**config.mk**
```make
export PLATFORM = sky130hd
export DESIGN_NAME = arb_req_client
export DESIGN_NICKNAME = d
export VERILOG_FILES = /design/src/rtl/arb_client_pkg.sv /design/src/rtl/arb_pend_cnt.sv /design/src/rtl/arb_req_client.sv
export SDC_FILE = /design/constraint.sdc
export NUM_CORES = 1
export LEC_CHECK = 0
export ABC_AREA = 1
export CORE_ASPECT_RATIO = 0.7
export CORE_MARGIN = 2
export CORE_UTILIZATION = 54
export DETAILED_ROUTE_END_ITERATION = 8
export GPL_TIMING_DRIVEN = 0
export PLACE_DENSITY = 0.79
export SLEW_MARGIN = 25
export SYNTH_ARGS = -nofsm -noshare
export SYNTH_HDL_FRONTEND = slang
export SYNTH_SLANG_ARGS = --single-unit
```
**constraint.sdc**
```tcl
create_clock -name clk -period 3.2 [get_ports clk]
set_clock_uncertainty 0.05 [all_clocks]
set_input_delay 0.64 -clock clk [delete_from_list [all_inputs] [get_ports clk]]
set_output_delay 0.64 -clock clk [all_outputs]
set_load 0.05 [all_outputs]
```
**src/rtl/arb_client_pkg.sv**
```systemverilog
// Shared defaults and FSM state type for the arbiter request client.
package arb_client_pkg;

  localparam int unsigned ARB_NPORT     = 4;
  localparam int unsigned ARB_CNT_W     = 4;
  localparam int unsigned ARB_BURST_LEN = 4;

  typedef enum logic {
    IDLE = 1'b0,
    BUSY = 1'b1
  } state_t;

endpackage

```
**src/rtl/arb_pend_cnt.sv**
```systemverilog
// Saturating up/down pending-job counter for one requester port.
module arb_pend_cnt #(
  parameter int unsigned CNT_W = 4
) (
  input  logic clk,
  input  logic rst_b,
  input  logic inc,
  input  logic dec,
  output logic full,
  output logic nonzero
);

  logic [CNT_W-1:0] cnt;
  logic             inc_ok;
  logic             dec_ok;

  assign full    = &cnt;
  assign nonzero = |cnt;
  assign inc_ok  = inc & ~full;
  assign dec_ok  = dec & nonzero;

  always_ff @(posedge clk or negedge rst_b) begin
    if (!rst_b) begin
      cnt <= '0;
    end else if (inc_ok && !dec_ok) begin
      cnt <= cnt + CNT_W'(1);
    end else if (dec_ok && !inc_ok) begin
      cnt <= cnt - CNT_W'(1);
    end
  end

endmodule

```
**src/rtl/arb_req_client.sv**
```systemverilog
// Per-port job queueing toward a round-robin arbiter, owning a shared
// resource for BURST_LEN cycles per grant, with grant protocol checking.
module arb_req_client
  import arb_client_pkg::*;
#(
  parameter int unsigned NPORT     = ARB_NPORT,
  parameter int unsigned CNT_W     = ARB_CNT_W,
  parameter int unsigned BURST_LEN = ARB_BURST_LEN
) (
  input  logic                     clk,
  input  logic                     rst_b,
  input  logic [NPORT-1:0]         job_valid,
  output logic [NPORT-1:0]         job_ready,
  output logic [NPORT-1:0]         request,
  input  logic [NPORT-1:0]         grant,
  output logic                     busy,
  output logic [$clog2(NPORT)-1:0] busy_port,
  output logic [NPORT-1:0]         done,
  output logic                     proto_err,
  input  logic                     err_clr
);

  localparam int unsigned PW = $clog2(NPORT);

  state_t          state;
  state_t          state_nxt;
  logic [7:0]      burst_cnt;
  logic [7:0]      burst_cnt_nxt;
  logic [PW-1:0]   owner_nxt;
  logic [PW-1:0]   grant_idx;
  logic [NPORT-1:0] full;
  logic [NPORT-1:0] nonzero;
  logic [NPORT-1:0] dec;
  logic            grant_any;
  logic            grant_stray;
  logic            violation;
  logic            accept;

  for (genvar g = 0; g < NPORT; g++) begin : g_cnt
    arb_pend_cnt #(.CNT_W(CNT_W)) u_pend_cnt (
      .clk     (clk),
      .rst_b   (rst_b),
      .inc     (job_valid[g]),
      .dec     (dec[g]),
      .full    (full[g]),
      .nonzero (nonzero[g])
    );
  end

  assign job_ready = ~full;
  assign busy      = (state == BUSY);

  // request depends only on registered state, never on grant
  always_comb begin
    request = '0;
    if (state == IDLE) request = nonzero;
  end

  always_comb begin
    grant_idx = '0;
    for (int unsigned i = 0; i < NPORT; i++) begin
      if (grant[i]) grant_idx = PW'(i);
    end
  end

  assign grant_any   = |grant;
  assign grant_stray = |(grant & ~request);
  assign violation   = grant_any && (!$onehot(grant) || grant_stray || (state == BUSY));
  assign accept      = (state == IDLE) && grant_any && !violation;
  assign dec         = accept ? grant : '0;

  always_comb begin
    state_nxt     = state;
    burst_cnt_nxt = burst_cnt;
    owner_nxt     = busy_port;
    done          = '0;
    case (state)
      IDLE: begin
        if (accept) begin
          state_nxt     = BUSY;
          burst_cnt_nxt = '0;
          owner_nxt     = grant_idx;
        end
      end
      BUSY: begin
        if (burst_cnt == 8'(BURST_LEN - 1)) begin
          state_nxt       = IDLE;
          burst_cnt_nxt   = '0;
          owner_nxt       = '0;
          done[busy_port] = 1'b1;
        end else begin
          burst_cnt_nxt = burst_cnt + 8'd1;
        end
      end
      default: state_nxt = IDLE;
    endcase
  end

  always_ff @(posedge clk or negedge rst_b) begin
    if (!rst_b) begin
      state     <= IDLE;
      burst_cnt <= '0;
      busy_port <= '0;
    end else begin
      state     <= state_nxt;
      burst_cnt <= burst_cnt_nxt;
      busy_port <= owner_nxt;
    end
  end

  // a violation in the same cycle as err_clr keeps the flag set
  always_ff @(posedge clk or negedge rst_b) begin
    if (!rst_b) begin
      proto_err <= 1'b0;
    end else if (violation) begin
      proto_err <= 1'b1;
    end else if (err_clr) begin
      proto_err <= 1'b0;
    end
  end

endmodule
```
==> flow_summary.ini, run 1 <==
[power_and_ir_drop]
power.density_mw_per_mm2 = 932
leakage_uw = 0.00125
ir_worst_vdd_v = 0.000653
total_power_uw = 2480

[sta]
finalSetupTns_ns = -1.37
report.final.slew_viol_count = 0
rsz0062_at_grt = yes
fin_crit_sh_pct = 107
max_freq_mhz = 291
finalHoldViolCount = 0
fin_crit_ns = 3.44
hold_ws_ns = 0.328
slew_headroom_pct = 56.7
fin_ws_ns = -0.239
setup-violations-final = 9
worst_slew_pin_slew_ns = 0.649

[die]
die_w_um = 74.5
die-area_mm2 = 0.00397
core_area_mm2 = 0.00323
initial_core_util_pct = 58.0
io_pins = 27
rows = 17
die_h_um = 53.3

[clock_network]
cts_buffer_depth = 2
cts.sinks = 28
htree_levels = 1
clock_latency_ns = 0.27
cts_buffers = 3
cts.clk_slew.worst_paths_ns = 0.09
cts_tree = built
clock-root-buffer = clkbuf_8

[routing]
num_vias = 1721
routed_wl_mm = 4.70
antenna_left = 0
drc = 0
drt-pass1-iter-count = 4
drt_iter0_markers = 95
routedWlPerCell_um = 14.8
vias_per_cell = 5.43

[yosys]
synthesis.area_mm2 = 0.00188
synth-main-ff-cell = dfrtp_1
synth_common_cells = 43 x nand2_1, 29 x nand3_1, 28 x dfrtp_1, 23 x inv_1, 17 x nor2_1
synthAdderAreaFrac_pct = 16.0
synthSimpleGateAreaFrac_pct = 26.0
synth_top_area_share_pct = 37.3
synth_area_leaders = dfrtp_1 37%, ha_1 11%, nand2_1 8.6%, nand3_1 7.7%, xnor2_1 5.6%
yosysMostFrequentCell = nand2_1
synth_seq_cells = 28
syn_avg_cell_area_um2 = 8.42
synth_compound_area_share_pct = 6.47
syn_nets = 255
yosys.area.top_type = dfrtp_1
synthDistinctLibCells = 23
synthMuxAreaShare_pct = 2.40
synth_edf_count = 0
synth_top_family_by_area = simple AND/OR/NAND/NOR gates
ys_warn_count = 0
synthXorXnorAreaFrac_pct = 5.60
synth-async-reset-ratio_pct = 100
syn_inst = 223
yosysSeqAreaShare_pct = 37.3

[critical_path]
path_buf_inv = 5
rr_worst_depth = 17
cp.required_ns = 3.31
worst_path_largest_cell_delay_ns = 0.55
slowest_stage = fa_1
arrival_ns = 3.55
worst-setup-path-type = in2reg
rr_startpoint = g_cnt[2].u_pend_cnt.cnt[1]$_DFFE_PN0P_
crit_chain = buf_8, inv_4, fa_1, inv_1, ha_2, ha_4, nor2_2, nand2_1, nor2_1, nand2_1, nor2_4, nand2_4, clkinv_4, nand3_4, ha_4, inv_4, ha_4, a21oi_2, nand2_1, a21oi_1, o21ai_1, xnor2_1
startpoint_type = primary input
ff2ff_setup_slack_ns = 0.58
reg2reg_to = g_cnt[3].u_pend_cnt.cnt[3]$_DFFE_PN0P_
cp-end-kind = register
cpLargestDelayFamily = adder cells
cp_max_fo = 5

[global_routing]
grt_pass1_wl_mm = 7.40
antenna_found_initial = 0
grt_max_degree = 29
grtUsageTotal_pct = 24.7
grt_overflow = 0
grt_pass1_vias = 1628

[run_status]
violations = setup timing
status = finished with violations

[place]
dp_hpwl_mm = 2.92
port_buffers = 26
gp_congestion = 0.784
pre_cts_ws_ns = -1.15

[layout]
fillCellCount = 204
drive_above_1_share_pct = 27.4
layout.nets = 304
diodes = 0
syn2layout_area_growth_pct = 41.8
fin_util_pct = 82.3

[job]
max_cap_violations = 0

[worst_hold_path]
min_path_type = in2async
==> through the flow <==
step	cells	cell area [um2]
2_1_floorplan	223	2000
3_3_place_gp	296	2320
3_5_place_dp	296	2320
4_1_cts	316	2560
5_1_grt	317	2660
6_report	317	2660
==> sequential cells by signal, indices dropped and copies added, names as in the netlist <==
signal / cells
burst_cnt: 8
busy: 1
busy_port: 2
g_cnt.u_pend_cnt.cnt: 16
proto_err: 1
==> cell usage in the layout (no fill, tap or decap), types with 2 or more instances in the layout <==
cell type        synthesis  routed
dlymetal6s2s_1           0       4
mux2_2                   4       2
o21ai_0                 12       5
or2_2                    2       2
nand4_1                  5       5
dfrtp_1                 28      28
nor3_1                   5       5
a21oi_1                  9       3
clkbuf_8                 0       3
and2_1                   4       4
clkdlybuf4s50_1          0      18
o21ai_1                  0       6
inv_2                    1       2
fa_1                     5       4
ha_4                     0      10
buf_4                    0      17
inv_6                    0       2
a21oi_2                  1       7
nand2_2                  0       3
inv_1                   23      15
nor2_1                  17      15
mux2_4                   0       2
nand2_1                 43      39
xnor2_1                 12      11
nand3_4                  0       3
nand3_1                 29      25
buf_6                    2       4
inv_4                    0       3
nand3_2                  1       2
buf_8                    0       2
ha_1                    16       5
==> worst reg2reg max path: stages, from the launching register on <==
cell and delay [ns]:
dfrtp_1 0.51, nor2_1 0.10, nand2_1 0.15, nand2_1 0.10, nand2_1 0.08, nand2_1 0.05
inv_1 0.13, nand2_4 0.09, clkinv_4 0.10, nand3_4 0.09, ha_4 0.18, inv_4 0.07
ha_4 0.21, a21oi_2 0.13, nand2_1 0.08, a21oi_1 0.14, o21ai_1 0.10, xnor2_1 0.13
==> per-layer routing <==
layer  up-vias  global-route usage [%]  part of all wire, %
met1       818                    33.2                   45
met5         -                       0                    0
met4         0                    3.27                  2.6
li1        839                       -                    -
met2        52                    43.1                   48
met3        12                    4.19                  4.6
==> area by class of cell <==
class	count	area, um2	share of cell area (%)
plain buffers	3	26.3	0.987
multi-input cells	168	1300	48.8
flip-flops and latches	28	701	26.3
well taps	47	58.8	2.21
clock buffers	3	41.3	1.55
inverters	24	120	4.51
repair buffers	44	415	15.6
==> report_power, final <==
part / leakage [uW] / internal [uW] / switching (uW)
logic: 0.000887 / 713 / 836
clock network: 0.0000216 / 84.6 / 108
registers: 0.000343 / 512 / 228
==> logic make-up (layout without fill, tap and decap cells) <==
family          count (synthesis)  after routing
buf+inv                        27             74
mux                             4              4
compound gates                 23             23
fa+ha+maj                      21             21
flops                          28             28
simple gates                  108            108
xor+xnor                       12             12
==> worst max-delay path by stage <==
stage	from	endpoint	slack (ns)	cells after the start
floorplan	grant[3]	g_cnt[3].u_pend_cnt.cnt[3]$_DFFE_PN0P_	-0.20	21
global placement	grant[3]	g_cnt[1].u_pend_cnt.cnt[3]$_DFFE_PN0P_	-1.07	22
detailed placement	grant[3]	g_cnt[3].u_pend_cnt.cnt[3]$_DFFE_PN0P_	-1.15	22
CTS	grant[0]	g_cnt[1].u_pend_cnt.cnt[3]$_DFFE_PN0P_	-0.18	22
global route	grant[0]	g_cnt[3].u_pend_cnt.cnt[3]$_DFFE_PN0P_	-0.36	22
finish	grant[0]	g_cnt[3].u_pend_cnt.cnt[3]$_DFFE_PN0P_	-0.24	22
==> timing repair <==
action / in CTS / in global routing
buffers inserted: 17 / 3
gates resized for setup: 30 / 26
endpoints found under the hold margin: 0 / 0
pin swaps: 28 / 21
hold buffers: 0 / 0
endpoints found under the setup margin: 16 / 17
No activity file was read; power rests on OpenSTA's default activity.
==> run 2: changes to the inputs <==
Settings changed: HOLD_SLACK_MARGIN set to 0.1.
Clock period 3.2 ns to 3.6 ns, I/O delays scaled along.
==> run 2 against run 1 <==
- the run now ends clean
- clock-buffer cell count rose by 1
- sequential cell count did not move
- cell area fell by 3.3%
- setup slack improved by 0.28 ns
- sequential power fell by 12%
- clock power rose by 4%
- total power fell by 12%
- critical path depth did not move
- first-iteration DRC count rose by 39%
- global-route usage fell by 0.89 points
- utilization fell by 2.7 points
- non-clock buffer count did not move
- largest power group unchanged
==> flow_summary.ini, run 2 (same netlist as run 1, synthesis figures left out) <==
[layout]
diodes = 0
top_regs = g_cnt.u_pend_cnt.cnt (16), burst_cnt (8), busy_port (2)
syn2layout_area_growth_pct = 37.1
mostFrequentLayoutCells = 39 x nand2_1, 28 x dfrtp_1, 25 x nand3_1
final_cell_count_no_fill = 318
layout.nets = 304
multi_input_area_mm2 = 0.00124
largest_register_ffs = 16
final_common_cell = nand2_1
drive_above_1_share_pct = 26.2
regMostFlops = g_cnt.u_pend_cnt.cnt
postLayoutCellArea_mm2 = 0.00257
fillCellCount = 218
seq_area_um2 = 701

[clock_network]
clock-root-buffer = clkbuf_8
clock_latency_ns = 0.28
cts.clk_slew.worst_paths_ns = 0.10
cts_buffers = 3
htree_levels = 1
cts_tree = built
cts.sinks = 28
cts_buffer_depth = 2

[critical_path]
rr_startpoint = busy$_DFF_PN0_
cp_max_fo = 5
startpoint_type = primary input
worst-setup-path-type = in2reg
cp.required_ns = 3.73
reg2reg_to = busy_port[0]$_DFFE_PN0P_
cp-end-kind = register
rr_worst_depth = 17
arrival_ns = 3.69
startpoint = grant[1]
crit_end = g_cnt[2].u_pend_cnt.cnt[3]$_DFFE_PN0P_
ff2ff_setup_slack_ns = 1.05

[worst_hold_path]
min_path_type = in2async

[global_routing]
grt_max_degree = 29
grt_overflow = 0
antenna_found_initial = 0
grtUsageTotal_pct = 23.8
grt_pass1_wl_mm = 7.10
grt_pass1_vias = 1587

[sta]
fin_crit_ns = 3.56
report.final.slew_viol_count = 0
slew_headroom_pct = 56.6
max_freq_mhz = 281
finalSetupTns_ns = 0
setup-violations-final = 0
worst_slew_pin_slew_ns = 0.650
finalHoldViolCount = 0
fin_crit_sh_pct = 98.9

[die]
io_pins = 27
rows = 17
die_w_um = 74.5
die_h_um = 53.3
initial_core_util_pct = 58.0
core_area_mm2 = 0.00323
die-area_mm2 = 0.00397

[place]
gp_congestion = 0.797
dpl_cell_area_mm2 = 0.00221
dp.cells = 296
port_buffers = 26
dp_hpwl_mm = 2.76

[routing]
antenna_left = 0
routed_wl_mm = 4.54
routedWlPerCell_um = 14.3
drt_iter0_markers = 132
vias_per_cell = 5.38
num_vias = 1712
drc = 0
drt-pass1-iter-count = 4

[power_and_ir_drop]
leakage_uw = 0.00116
ir_worst_vdd_v = 0.000518
power.density_mw_per_mm2 = 846

[job]
max_cap_violations = 0

[run_status]
status = finished, final reports clean
-- run 2: layer usage --
metal / vias up / track usage (%) / routed length, um / share of wire, %
li1: 837 / - / - / -
met1: 814 / 32.5 / 2110 / 47
met2: 55 / 37.9 / 2140 / 47
met3: 6 / 6.48 / 249 / 5.5
met4: 0 / 5.36 / 38 / 0.84
met5: - / 0 / 0 / 0
-- run 2: worst max-delay path, cell delays in order --
cell      delay [ns]
buf_6           0.09
inv_4           0.04
fa_1            0.53
inv_1           0.05
ha_2            0.16
ha_1            0.26
nor2_1          0.10
nand2_1         0.06
nor2_1          0.10
nand2_1         0.09
nor2_2          0.14
nand2_2         0.10
clkinv_4        0.10
nand3_2         0.06
ha_2            0.18
inv_2           0.10
ha_4            0.22
a21oi_2         0.16
nand2_2         0.09
a21oi_2         0.11
o21ai_1         0.08
xnor2_1         0.13
-- run 2: final cells by class --
type                    count  area share, %
multi-input cells         168           48.1
inverters                  24           4.08
repair buffers             44           15.2
flip-flops and latches     28           27.2
clock buffers               4           2.14
plain buffers               3           1.02
well taps                  47           2.28
-- run 2: report_power, final --
part,internal [uW],leakage [uW],total [uW],switching (uW)
Clock,98.2,0.0000288,200,102
Combinational,591,0.000790,1320,732
Sequential,455,0.000343,655,200
Total,1140,0.00116,2180,1030
-- run 2: worst min path at each step --
stage / start / end / slack, ns
finish: rst_b / burst_cnt[5]$_DFFE_PN0P_ / 0.40
floorplan: rst_b / burst_cnt[0]$_DFFE_PN0P_ / 0.37
CTS: rst_b / g_cnt[2].u_pend_cnt.cnt[1]$_DFFE_PN0P_ / 0.42
global placement: g_cnt[2].u_pend_cnt.cnt[3]$_DFFE_PN0P_ / g_cnt[2].u_pend_cnt.cnt[3]$_DFFE_PN0P_ / 0.44
global route: rst_b / burst_cnt[2]$_DFFE_PN0P_ / 0.43
detailed placement: g_cnt[2].u_pend_cnt.cnt[3]$_DFFE_PN0P_ / g_cnt[2].u_pend_cnt.cnt[3]$_DFFE_PN0P_ / 0.44
-- run 2: timing repair --
action	CTS	global route
setup buffers	15	3
endpoints found under the setup margin	12	8
hold buffers	0	0
gates resized for setup	33	28
pin swaps	8	18
hold endpoints to repair	0	0
-- run 2: per-stage QoR --
step	hold slack, ns	power (uW)	setup WS (ns)	util, %
after detailed placement	0.440	1730	-0.791	68.2
final	0.404	2180	0.0405	79.6
after global routing	0.434	2350	-0.144	79.6
after CTS	0.420	2040	0.0388	75.8
after global placement	0.440	1690	-0.723	68.4
after floorplan	0.374	1440	0.00142	-
